==> config.mk <==
export PLATFORM = sky130hd
export DESIGN_NAME = mem_read_sequencer_flat
export DESIGN_NICKNAME = d
export VERILOG_FILES = /design/src/rtl/mem_read_sequencer_pkg.sv /design/src/rtl/mem_read_sequencer_if.sv /design/src/rtl/mem_read_sequencer_rd_addr_counter.sv /design/src/rtl/mem_read_sequencer.sv /design/src/flat_wrapper.sv
export SDC_FILE = /design/constraint.sdc
export NUM_CORES = 1
export LEC_CHECK = 0
export CAP_MARGIN = 20
export CORE_MARGIN = 5
export CORE_UTILIZATION = 42
export CTS_CLUSTER_SIZE = 8
export DETAILED_ROUTE_END_ITERATION = 12
export GPL_ROUTABILITY_DRIVEN = 0
export GPL_TIMING_DRIVEN = 0
export PLACE_DENSITY = 0.79
export REMOVE_ABC_BUFFERS = 1
export SYNTH_ARGS = -nofsm -noshare
export SYNTH_HDL_FRONTEND = slang
export SYNTH_HIERARCHICAL = 1
export SYNTH_SLANG_ARGS = --single-unit
==> constraint.sdc <==
create_clock -name clk -period 2.15 [get_ports clk]
set_input_delay 0.5375 -clock clk [delete_from_list [all_inputs] [get_ports clk]]
set_output_delay 0.5375 -clock clk [all_outputs]
set_load 0.02 [all_outputs]
==> src/rtl/mem_read_sequencer_pkg.sv <==
// Shared definitions for the memory read sequencer: FSM state encoding and sweep
// direction constants.
package mem_read_sequencer_pkg;

  typedef enum logic [1:0] {
    S_IDLE = 2'd0,
    S_READ = 2'd1,
    S_WAIT = 2'd2,
    S_HOLD = 2'd3
  } seq_state_t;

  localparam logic DIR_UP = 1'b1;
  localparam logic DIR_DN = 1'b0;

  // Address the sweep begins from for a given direction.
  function automatic logic [31:0] sweep_origin(input logic dir, input int addr_w);
    logic [31:0] all_ones;
    all_ones = (32'd1 << addr_w) - 32'd1;
    return (dir == DIR_UP) ? 32'd0 : all_ones;
  endfunction

endpackage

==> src/rtl/mem_read_sequencer_if.sv <==
// Memory read port plus output valid/ready stream of the read sequencer.
// master = sequencer side, slave = memory/consumer side.
interface mem_read_sequencer_if #(
  parameter int ADDR_W = 4,
  parameter int DATA_W = 8
);

  logic              mem_rd_en;
  logic [ADDR_W-1:0] mem_addr;
  logic [DATA_W-1:0] mem_rdata;
  logic [DATA_W-1:0] out_data;
  logic              out_valid;
  logic              out_ready;

  modport master (
    output mem_rd_en,
    output mem_addr,
    input  mem_rdata,
    output out_data,
    output out_valid,
    input  out_ready
  );

  modport slave (
    input  mem_rd_en,
    input  mem_addr,
    output mem_rdata,
    input  out_data,
    input  out_valid,
    output out_ready
  );

endinterface

==> src/rtl/mem_read_sequencer_rd_addr_counter.sv <==
// Up/down read address counter with direction-dependent load and terminal-count flag.
module rd_addr_counter
  import mem_read_sequencer_pkg::*;
#(
  parameter int ADDR_W = 4
) (
  input  logic              clk,
  input  logic              reset,
  input  logic              load,
  input  logic              step,
  input  logic              dir,
  output logic [ADDR_W-1:0] count,
  output logic              terminal
);

  logic [31:0] origin;

  assign origin = sweep_origin(dir, ADDR_W);

  // Arithmetic wraps modulo 2**ADDR_W, which continuous sweeps rely on.
  always_ff @(posedge clk or posedge reset) begin
    if (reset) begin
      count <= '0;
    end else if (load) begin
      count <= origin[ADDR_W-1:0];
    end else if (step) begin
      if (dir == DIR_UP) begin
        count <= count + ADDR_W'(1);
      end else begin
        count <= count - ADDR_W'(1);
      end
    end
  end

  assign terminal = (dir == DIR_UP) ? (count == '1) : (count == '0);

endmodule

==> src/rtl/mem_read_sequencer.sv <==
// Read-side sweep sequencer: one read per address, word presented on a valid/ready stream.
// Define MEM_READ_WRAP_EN for continuous sweeping terminated by stop.
module mem_read_sequencer
  import mem_read_sequencer_pkg::*;
#(
  parameter int ADDR_W = 4,
  parameter int DATA_W = 8
) (
  input  logic clk,
  input  logic reset,
  input  logic start,
  input  logic up_down,
  input  logic stop,
  output logic busy,
  output logic carry,
  output logic done,
  mem_read_sequencer_if.master bus
);

  seq_state_t        state;
  logic              dir_q;
  logic              cnt_dir;
  logic              cnt_load;
  logic              cnt_step;
  logic              terminal;
  logic              accept;
  logic              keep_going;
  logic [ADDR_W-1:0] count;

  // Direction is taken live from up_down only while loading; afterwards it is frozen.
  assign cnt_dir  = (state == S_IDLE) ? up_down : dir_q;
  assign cnt_load = (state == S_IDLE) && start;
  assign accept   = (state == S_HOLD) && bus.out_valid && bus.out_ready;

`ifdef MEM_READ_WRAP_EN
  assign keep_going = !stop;
`else
  logic unused_stop;
  assign unused_stop = stop;
  assign keep_going  = !terminal;
`endif

  assign cnt_step = accept && keep_going;

  rd_addr_counter #(
    .ADDR_W(ADDR_W)
  ) u_counter (
    .clk      (clk),
    .reset    (reset),
    .load     (cnt_load),
    .step     (cnt_step),
    .dir      (cnt_dir),
    .count    (count),
    .terminal (terminal)
  );

  assign bus.mem_addr = count;

  // Read strobe is raised on entry to READ, so it lasts exactly that one cycle.
  always_ff @(posedge clk or posedge reset) begin
    if (reset) begin
      state         <= S_IDLE;
      dir_q         <= DIR_DN;
      bus.mem_rd_en <= 1'b0;
      bus.out_data  <= '0;
      bus.out_valid <= 1'b0;
      busy          <= 1'b0;
      carry         <= 1'b0;
      done          <= 1'b0;
    end else begin
      bus.mem_rd_en <= 1'b0;
      carry         <= 1'b0;
      done          <= 1'b0;
      case (state)
        S_IDLE: begin
          if (start) begin
            dir_q         <= up_down;
            state         <= S_READ;
            bus.mem_rd_en <= 1'b1;
            busy          <= 1'b1;
          end
        end
        S_READ: begin
          state <= S_WAIT;
        end
        S_WAIT: begin
          bus.out_data  <= bus.mem_rdata;
          bus.out_valid <= 1'b1;
          state         <= S_HOLD;
        end
        S_HOLD: begin
          if (accept) begin
            bus.out_valid <= 1'b0;
            carry         <= terminal;
            if (keep_going) begin
              state         <= S_READ;
              bus.mem_rd_en <= 1'b1;
            end else begin
              state <= S_IDLE;
              done  <= 1'b1;
              busy  <= 1'b0;
            end
          end
        end
        default: begin
          state <= S_IDLE;
          busy  <= 1'b0;
        end
      endcase
    end
  end

endmodule
==> src/flat_wrapper.sv <==
// flat-port wrapper written by rule: the top's interface ports become plain ports
module mem_read_sequencer_flat import mem_read_sequencer_pkg::*;
#(
  parameter int ADDR_W = 4,
  parameter int DATA_W = 8
)
  (clk, reset, start, up_down, stop, busy, carry, done, bus_mem_rd_en, bus_mem_addr, bus_mem_rdata, bus_out_data, bus_out_valid, bus_out_ready);
  mem_read_sequencer_if #(.ADDR_W(ADDR_W), .DATA_W(DATA_W)) bus_i ();
  input  logic clk;
  input  logic reset;
  input  logic start;
  input  logic up_down;
  input  logic stop;
  output logic busy;
  output logic carry;
  output logic done;
  output wire logic [$bits(bus_i.mem_rd_en)-1:0] bus_mem_rd_en;
  output wire logic [$bits(bus_i.mem_addr)-1:0] bus_mem_addr;
  input wire logic [$bits(bus_i.mem_rdata)-1:0] bus_mem_rdata;
  output wire logic [$bits(bus_i.out_data)-1:0] bus_out_data;
  output wire logic [$bits(bus_i.out_valid)-1:0] bus_out_valid;
  input wire logic [$bits(bus_i.out_ready)-1:0] bus_out_ready;
  assign bus_mem_rd_en = bus_i.mem_rd_en;
  assign bus_mem_addr = bus_i.mem_addr;
  assign bus_i.mem_rdata = bus_mem_rdata;
  assign bus_out_data = bus_i.out_data;
  assign bus_out_valid = bus_i.out_valid;
  assign bus_i.out_ready = bus_out_ready;
  mem_read_sequencer #(.ADDR_W(ADDR_W), .DATA_W(DATA_W)) u_core (.clk(clk), .reset(reset), .start(start), .up_down(up_down), .stop(stop), .busy(busy), .carry(carry), .done(done), .bus(bus_i));
endmodule
# After elaboration in Yosys (flattened, before gate mapping)
# Index checks and enable logic that the tools add are counted.
[totals] regBits=20 in_bits=14 output_inout_bits=17
[op_classes] addsub=2 n_eq_ne=7 n_mux=25 n_reduce_logical=14
[ops] cell="$mux W4" count=4
[ops] cell="$mux W1" count=15
[ops] cell="$pmux W2 S4" count=1
[ops] cell="$pmux W1 S2" count=3
[ops] cell="$reduce_and A2 Y1" count=3
[ops] cell="$reduce_bool A2 Y1" count=3
[ops] cell="$add A4 B1 Y4 const B" count=1
[ops] cell="$eq A2 B2 Y1 const B" count=2
[ops] cell="$eq A4 B4 Y1 const B" count=1
[ops] cell="$logic_and A1 B1 Y1" count=4
[ops] cell="$logic_not A4 Y1" count=1
[ops] cell="$mux W2" count=2
[ops] cell="$ne A2 B1 Y1 const B" count=2
[ops] cell="$reduce_and A4 Y1" count=1
[ops] cell="$sub A4 B1 Y4 const B" count=1
[ops] cell="$eq A2 B1 Y1 const B" count=1
[ops] cell="$logic_not A2 Y1" count=1
[ops] cell="$ne A2 B2 Y1 const B" count=1
[ops] cell="$logic_not A1 Y1" count=1

# Longest topological paths before layout
# Gate-level depths: netlist (run 1).
[logic_depth] depth_word=7 mapped_depth=12 mapped_depth_nobuf=10

# Cells and area by module
# Netlist (run 1), hierarchy kept.
[by_module_without_submodules] module="mem_read_sequencer" n_inst=1 cells_per_inst=55 area_each_um2=694.4 seq_area_each_um2=375.4
[by_module_without_submodules] module="rd_addr_counter" n_inst=1 cells_per_inst=40 area_each_um2=367.9 seq_area_each_um2=100.1

# Worst setup path before layout (run 1)
# OpenSTA, ideal clock, no wires.
[synth_timing] path_kind="register to register" startpoint="register u_core.state[0]" endpoint="register u_core.u_counter.count[3]" arrival_ps=2018 required_ps=2025 slack_ps=7 path_stages_with_launch=13 n_path_buf=2 synth_period_minus_slack_ps=2143 cell_sequence="dfrtp_1 > inv_1 > ha_1 > mux2_2 > buf_6 > nor2_1 > nand2_1 > o21ai_1 > nor3_2 > buf_2 > nor4b_4 > o21ai_2 > nand3_2"
[synth_via] elab_chain_len=6
[synth_rtl] element="start: declaration" line="mem_read_sequencer.sv:20" rtl="seq_state_t state;"
[synth_rtl] element="start signal: assignment" line="mem_read_sequencer.sv:62" rtl="state <= S_IDLE;"
[synth_rtl] element="start signal: assignment" line="mem_read_sequencer.sv:78" rtl="state <= S_READ;"
[synth_rtl] element="start signal: assignment" line="mem_read_sequencer.sv:84" rtl="state <= S_WAIT;"
[synth_rtl] element="$logic_not A2 Y1" line="mem_read_sequencer.sv:31" rtl="assign cnt_dir = (state == S_IDLE) ? up_down : dir_q;"
[synth_rtl] element="$mux W1" line="mem_read_sequencer.sv:31"
[synth_rtl] element="via u_core.cnt_dir" line="mem_read_sequencer.sv:22" rtl="logic cnt_dir;"
[synth_rtl] element="$mux W1" line="mem_read_sequencer_rd_addr_counter.sv:35" rtl="assign terminal = (dir == DIR_UP) ? (count == '1) : (count == '0);"
[synth_rtl] element="via u_core.terminal" line="mem_read_sequencer.sv:25" rtl="logic terminal;"
[synth_rtl] element="$logic_not A1 Y1" line="mem_read_sequencer.sv:40" rtl="assign keep_going = !terminal;"
[synth_rtl] element="$logic_and A1 B1 Y1" line="mem_read_sequencer.sv:43" rtl="assign cnt_step = accept && keep_going;"
[synth_rtl] element="via u_core.cnt_step" line="mem_read_sequencer.sv:24" rtl="logic cnt_step;"
[synth_rtl] element="$reduce_bool A2 Y1 (no line)"
[synth_rtl] element="end signal: assignment" line="mem_read_sequencer_rd_addr_counter.sv:25" rtl="count <= origin[ADDR_W-1:0];"
[synth_rtl] element="end signal: assignment" line="mem_read_sequencer_rd_addr_counter.sv:28" rtl="count <= count + ADDR_W'(1);"
[synth_rtl] element="end signal: assignment" line="mem_read_sequencer_rd_addr_counter.sv:30" rtl="count <= count - ADDR_W'(1);"
[synth_rtl] element="end: declaration" line="mem_read_sequencer_rd_addr_counter.sv:12" rtl="output logic [ADDR_W-1:0] count,"
# The timed path passes the listed nets, and every way through them passes these cells. The select of a mux whose other input is x is not followed.
# A chain may end at the register's enable or synchronous reset.

# Worst setup path after layout (run 1)
[layout_timing] startpoint="register u_core.state[0]" endpoint="register u_core.u_counter.count[1]"
# The elaborated chain is that of the path after synthesis.

==> flow_summary.yaml, run 1 <==
sta:
  finalMaxSlewViolations: 0
  period_minus_slack_ns: 2.03
  hold_violations: 0
  period_share: 0.945
  worst_slew_margin_rel: 0.643
  worstMarginPinSlew_ns: 0.535
  rsz0062_at_grt: "false"
  clock.fmax_ghz: 0.492
  timing.final.setup_violations: 0
  timing.clock.skew_ns: 0.000899
  post-route-worst-setup-slack_ns: 0.119
setup_path:
  timing.critical_path.required_ns: 2.32
  cp_slowest_stage_delay_ns: 0.41
  end_of_the_worst_register_to_register_path: "u_core/u_counter/count[1]$_DFFE_PP0P_"
  crit_family: "simple AND/OR/NAND/NOR gates"
  crit_end_element: "flop"
  critical_path.reg2reg.startpoint: "u_core/state[0]$_DFFE_PP0P_"
  slowest_stage: "sky130_fd_sc_hd__dfrtp_1"
  crit_chain: "inv_2, ha_4, mux2_4, nand2_1, o21ai_2, nor3_4, nor2b_1, a211oi_1, a21oi_1"
  worstPathMaxFanout: 8
  worst-r2r-cell-count: 9
  critPathLaunch: "u_core/state[0]$_DFFE_PP0P_"
  cp-start-kind: "flop"
  timing_worst_setup_path_type: "flop to flop"
  critPathArrivalTime_ns: 2.21
  crit_cells: 9
  worstSetupEndpoint: "u_core/u_counter/count[1]$_DFFE_PP0P_"
  worst-path-buf-inv: 1
  ff2ff_setup_slack_ns: 0.12
layout:
  post_route_cells_drive_above_1_share: 0.216
  post-route-util: 0.580
  layout.area.seq_um2: 475
  insertedDiodeCount: 0
  num-nets-final: 147
  fillerInstances: 216
  multi_input_area_um2: 554
  area_growth_pct: 33.9
grt:
  grt_pass1_wl_um: 3720
  grt_overflow: 0
  antenna_found_initial: 0
  grt_start_max_net_pins: 16
  grtUsageTotal: 0.138
  via_count_of_the_first_global_routing_pass: 825
synthesis:
  synth_adder_area_share: 0.0895
  yosys_warnings: 6
  post-synth-top-count-cell: "sky130_fd_sc_hd__dfrtp_1"
  syn_area_per_cell_um2: 11.2
  post-synth-top-area-cell: "sky130_fd_sc_hd__dfrtp_1"
  syn_inst: 95
  synthArstFlopShare: 1.00
  ys_seq_area_frac: 0.448
  synth.top_cells.by_count: "sky130_fd_sc_hd__dfrtp_1, sky130_fd_sc_hd__mux2_2, sky130_fd_sc_hd__a21oi_1"
  post_synth_instance_area_mm2: 0.00106
  yosys-mux-area-fraction: 0.126
  postSynthRegisterBits: 19
  yosys_most_used_dff: "sky130_fd_sc_hd__dfrtp_1"
  synth_compound_gate_area_share: 0.106
  yosysTopAreaCellShare: 0.448
  synth-simple-area-share: 0.147
  synth_xor_area_frac: 0.0165
  synthTopCellsByArea: "sky130_fd_sc_hd__dfrtp_1, sky130_fd_sc_hd__mux2_2, sky130_fd_sc_hd__ha_1"
  synth_top_family_by_area: "simple AND/OR/NAND/NOR gates"
  post_synth_num_cell_types: 33
  synth-edff-count: 0
route:
  num_vias: 806
  detail_route.wl_per_cell_um: 13.9
  drtIter0Drc: 12
  post-route-drc-count: 0
  wirelength_um: 2160
  route.detailed.vias_per_inst: 5.20
  dr.pass1.iters: 4
  ant_nets: 0
flow_run:
  max_cap_violations: 0
clocking:
  ctsLongestPathBuffers: 2
  clkSinkCount: 19
  cts.root.buffer_cell: "sky130_fd_sc_hd__clkbuf_4"
  holdBufCountCts: 0
  cts_htree_levels: 1
  cts_tree: "yes"
  insertion_delay_ns: 0.29
  tritoncts.num_buffers: 3
  clk_pin_slew_worst_paths_ns: 0.10
floorplanning:
  core-area_mm2: 0.00245
  fp.dieW_um: 60.3
  placementRows: 18
  initial_core_util: 0.433
  num_io_pins: 31
  die_height_um: 60.3
  fp.dieArea_mm2: 0.00363
pwr:
  power.share.clock: 0.079
  seq_power_share: 0.294
  net-switching-power_uw: 952
  int_pwr_mw: 1.29
  p_comb_frac: 0.627
  vdd_drop_max_v: 0.000984
  power_density_mw_per_mm2: 1580
  static-leakage-power_nw: 0.598
  sw_frac_of_total: 0.424
hold_path:
  min_path_type: "primary input to async pin"
status:
  outcome: "finished clean"
placement:
  detailedPlace.worstSlack_ns: -0.445
  place.port_buffers: 29
  post-dp-hpwl_um: 1670
-- sequential cells by signal, summed over array words and instances, names as in the netlist --
| name | count |
|---|---|
| u_core/u_counter/count | 4 |
| u_core/bus.mem_rd_en | 1 |
| u_core/state | 2 |
| u_core/bus.out_data | 8 |
| u_core/bus.out_valid | 1 |
| u_core/busy | 1 |
| u_core/carry | 1 |
| u_core/dir_q | 1 |
-- how the worst min path moves through the flow --
| stage | start | endpoint | slack, ns | depth (start not counted) |
|---|---|---|---|---|
| finish | reset | u_core/u_counter/count[1]$_DFFE_PP0P_ | 0.46 | 2 |
| global route | reset | u_core/u_counter/count[2]$_DFFE_PP0P_ | 0.45 | 2 |
| CTS | reset | u_core/u_counter/count[1]$_DFFE_PP0P_ | 0.46 | 2 |
| detailed placement | u_core/bus.out_data[2]$_DFFE_PP0P_ | u_core/bus.out_data[2]$_DFFE_PP0P_ | 0.50 | 1 |
| global placement | u_core/dir_q$_DFFE_PP0N_ | u_core/dir_q$_DFFE_PP0N_ | 0.49 | 1 |
| floorplan | reset | u_core/u_counter/count[0]$_DFFE_PP0P_ | 0.30 | 1 |
-- layer usage --
metal | GRT usage | vias to the layer above | routed length, µm | part of all wire
met5 | 0 | - | 0 | 0
met2 | 0.233 | 30 | 1020 | 0.47
met3 | 0.0346 | 4 | 210 | 0.097
met1 | 0.166 | 381 | 896 | 0.42
met4 | 0.0570 | 0 | 32 | 0.015
li1 | - | 391 | - | -
-- cells by family after synthesis --
group                    Yosys count
AND/OR/NAND/NOR                   25
AO/OA/AOI/OAI                     18
multiplexers                      12
flip-flops                        19
buffers and inverters             12
adder cells (fa/ha/maj)            7
XOR/XNOR                           2
-- timing repair --
action / CTS / global route
gates cloned: 1 / 0
buffers inserted: 0 / 1
endpoints found under the setup margin: 5 / 5
gates resized for setup: 3 / 5
pin swaps: 1 / 3
-- metrics by stage --
| stage | area [µm²] | setup TNS [ns] | instances | power [mW] | hold slack [ns] |
|---|---|---|---|---|---|
| 2_1_floorplan | 1020 | -0.0123 | 90 | 1.54 | 0.304 |
| 4_1_cts | 1400 | 0 | 154 | 2.22 | 0.458 |
| 3_5_place_dp | 1350 | -1.81 | 149 | 2.00 | 0.495 |
| 3_3_place_gp | 1350 | -1.65 | 149 | 1.93 | 0.485 |
| 5_1_grt | 1420 | 0 | 155 | 2.45 | 0.454 |
| 6_report | 1420 | 0 | 155 | 2.25 | 0.455 |
-- power groups by stage --
stage / Clock, mW / Sequential, mW / Combinational, mW
floorplan: 0 / 0.815 / 0.728
global placement: 0 / 0.656 / 1.27
detailed placement: 0 / 0.671 / 1.33
CTS: 0.180 / 0.664 / 1.38
global route: 0.198 / 0.692 / 1.56
finish: 0.177 / 0.662 / 1.41
-- placed cells by master (no fill, tap or decap), drive strengths merged, types with 2 or more instances in the layout --
cell,synthesis,routed
nand3,4,4
nor2,5,5
nand2,7,7
clkdlybuf4s50,0,29
a22oi,2,2
a21oi,7,7
nor2b,4,4
inv,7,7
dfrtp,19,19
mux2,11,11
o21ai,5,5
clkbuf,0,4
ha,6,6
nor3,3,4
-- worst reg2reg max path, cell delays in order (launching register included) --
cell	delay [ns]
sky130_fd_sc_hd__dfrtp_1	0.41
sky130_fd_sc_hd__inv_2	0.12
sky130_fd_sc_hd__ha_4	0.17
sky130_fd_sc_hd__mux2_4	0.37
sky130_fd_sc_hd__nand2_1	0.10
sky130_fd_sc_hd__o21ai_2	0.11
sky130_fd_sc_hd__nor3_4	0.29
sky130_fd_sc_hd__nor2b_1	0.08
sky130_fd_sc_hd__a211oi_1	0.21
sky130_fd_sc_hd__a21oi_1	0.07
-- final cells by class --
class	instances	area share
repair buffers	30	0.209
clock buffers	4	0.0185
multi-input cells	65	0.390
flip-flops and latches	19	0.334
well taps	30	0.0264
inverters	7	0.0220
Power figures use the tool's default switching activity.
==> run 2: changes to the inputs <==
--- a/config.mk
+++ b/config.mk
@@ -14,7 +14,9 @@
 export GPL_TIMING_DRIVEN = 0
 export PLACE_DENSITY = 0.79
 export REMOVE_ABC_BUFFERS = 1
+export SLEW_MARGIN = 25
 export SYNTH_ARGS = -nofsm -noshare
 export SYNTH_HDL_FRONTEND = slang
 export SYNTH_HIERARCHICAL = 1
 export SYNTH_SLANG_ARGS = --single-unit
+export TNS_END_PERCENT = 20
==> results of run 2 <==
No change in the layout: final DEF, timing and power equal those of run 1.
==> run 3: changes to the inputs <==
--- a/config.mk
+++ b/config.mk
@@ -5,6 +5,7 @@
 export SDC_FILE = /design/constraint.sdc
 export NUM_CORES = 1
 export LEC_CHECK = 0
+export ABC_CLOCK_PERIOD_IN_PS = 2150
 export CAP_MARGIN = 20
 export CORE_MARGIN = 5
 export CORE_UTILIZATION = 42
==> results of run 3 <==
No change in the layout: final DEF, timing and power equal those of run 1.
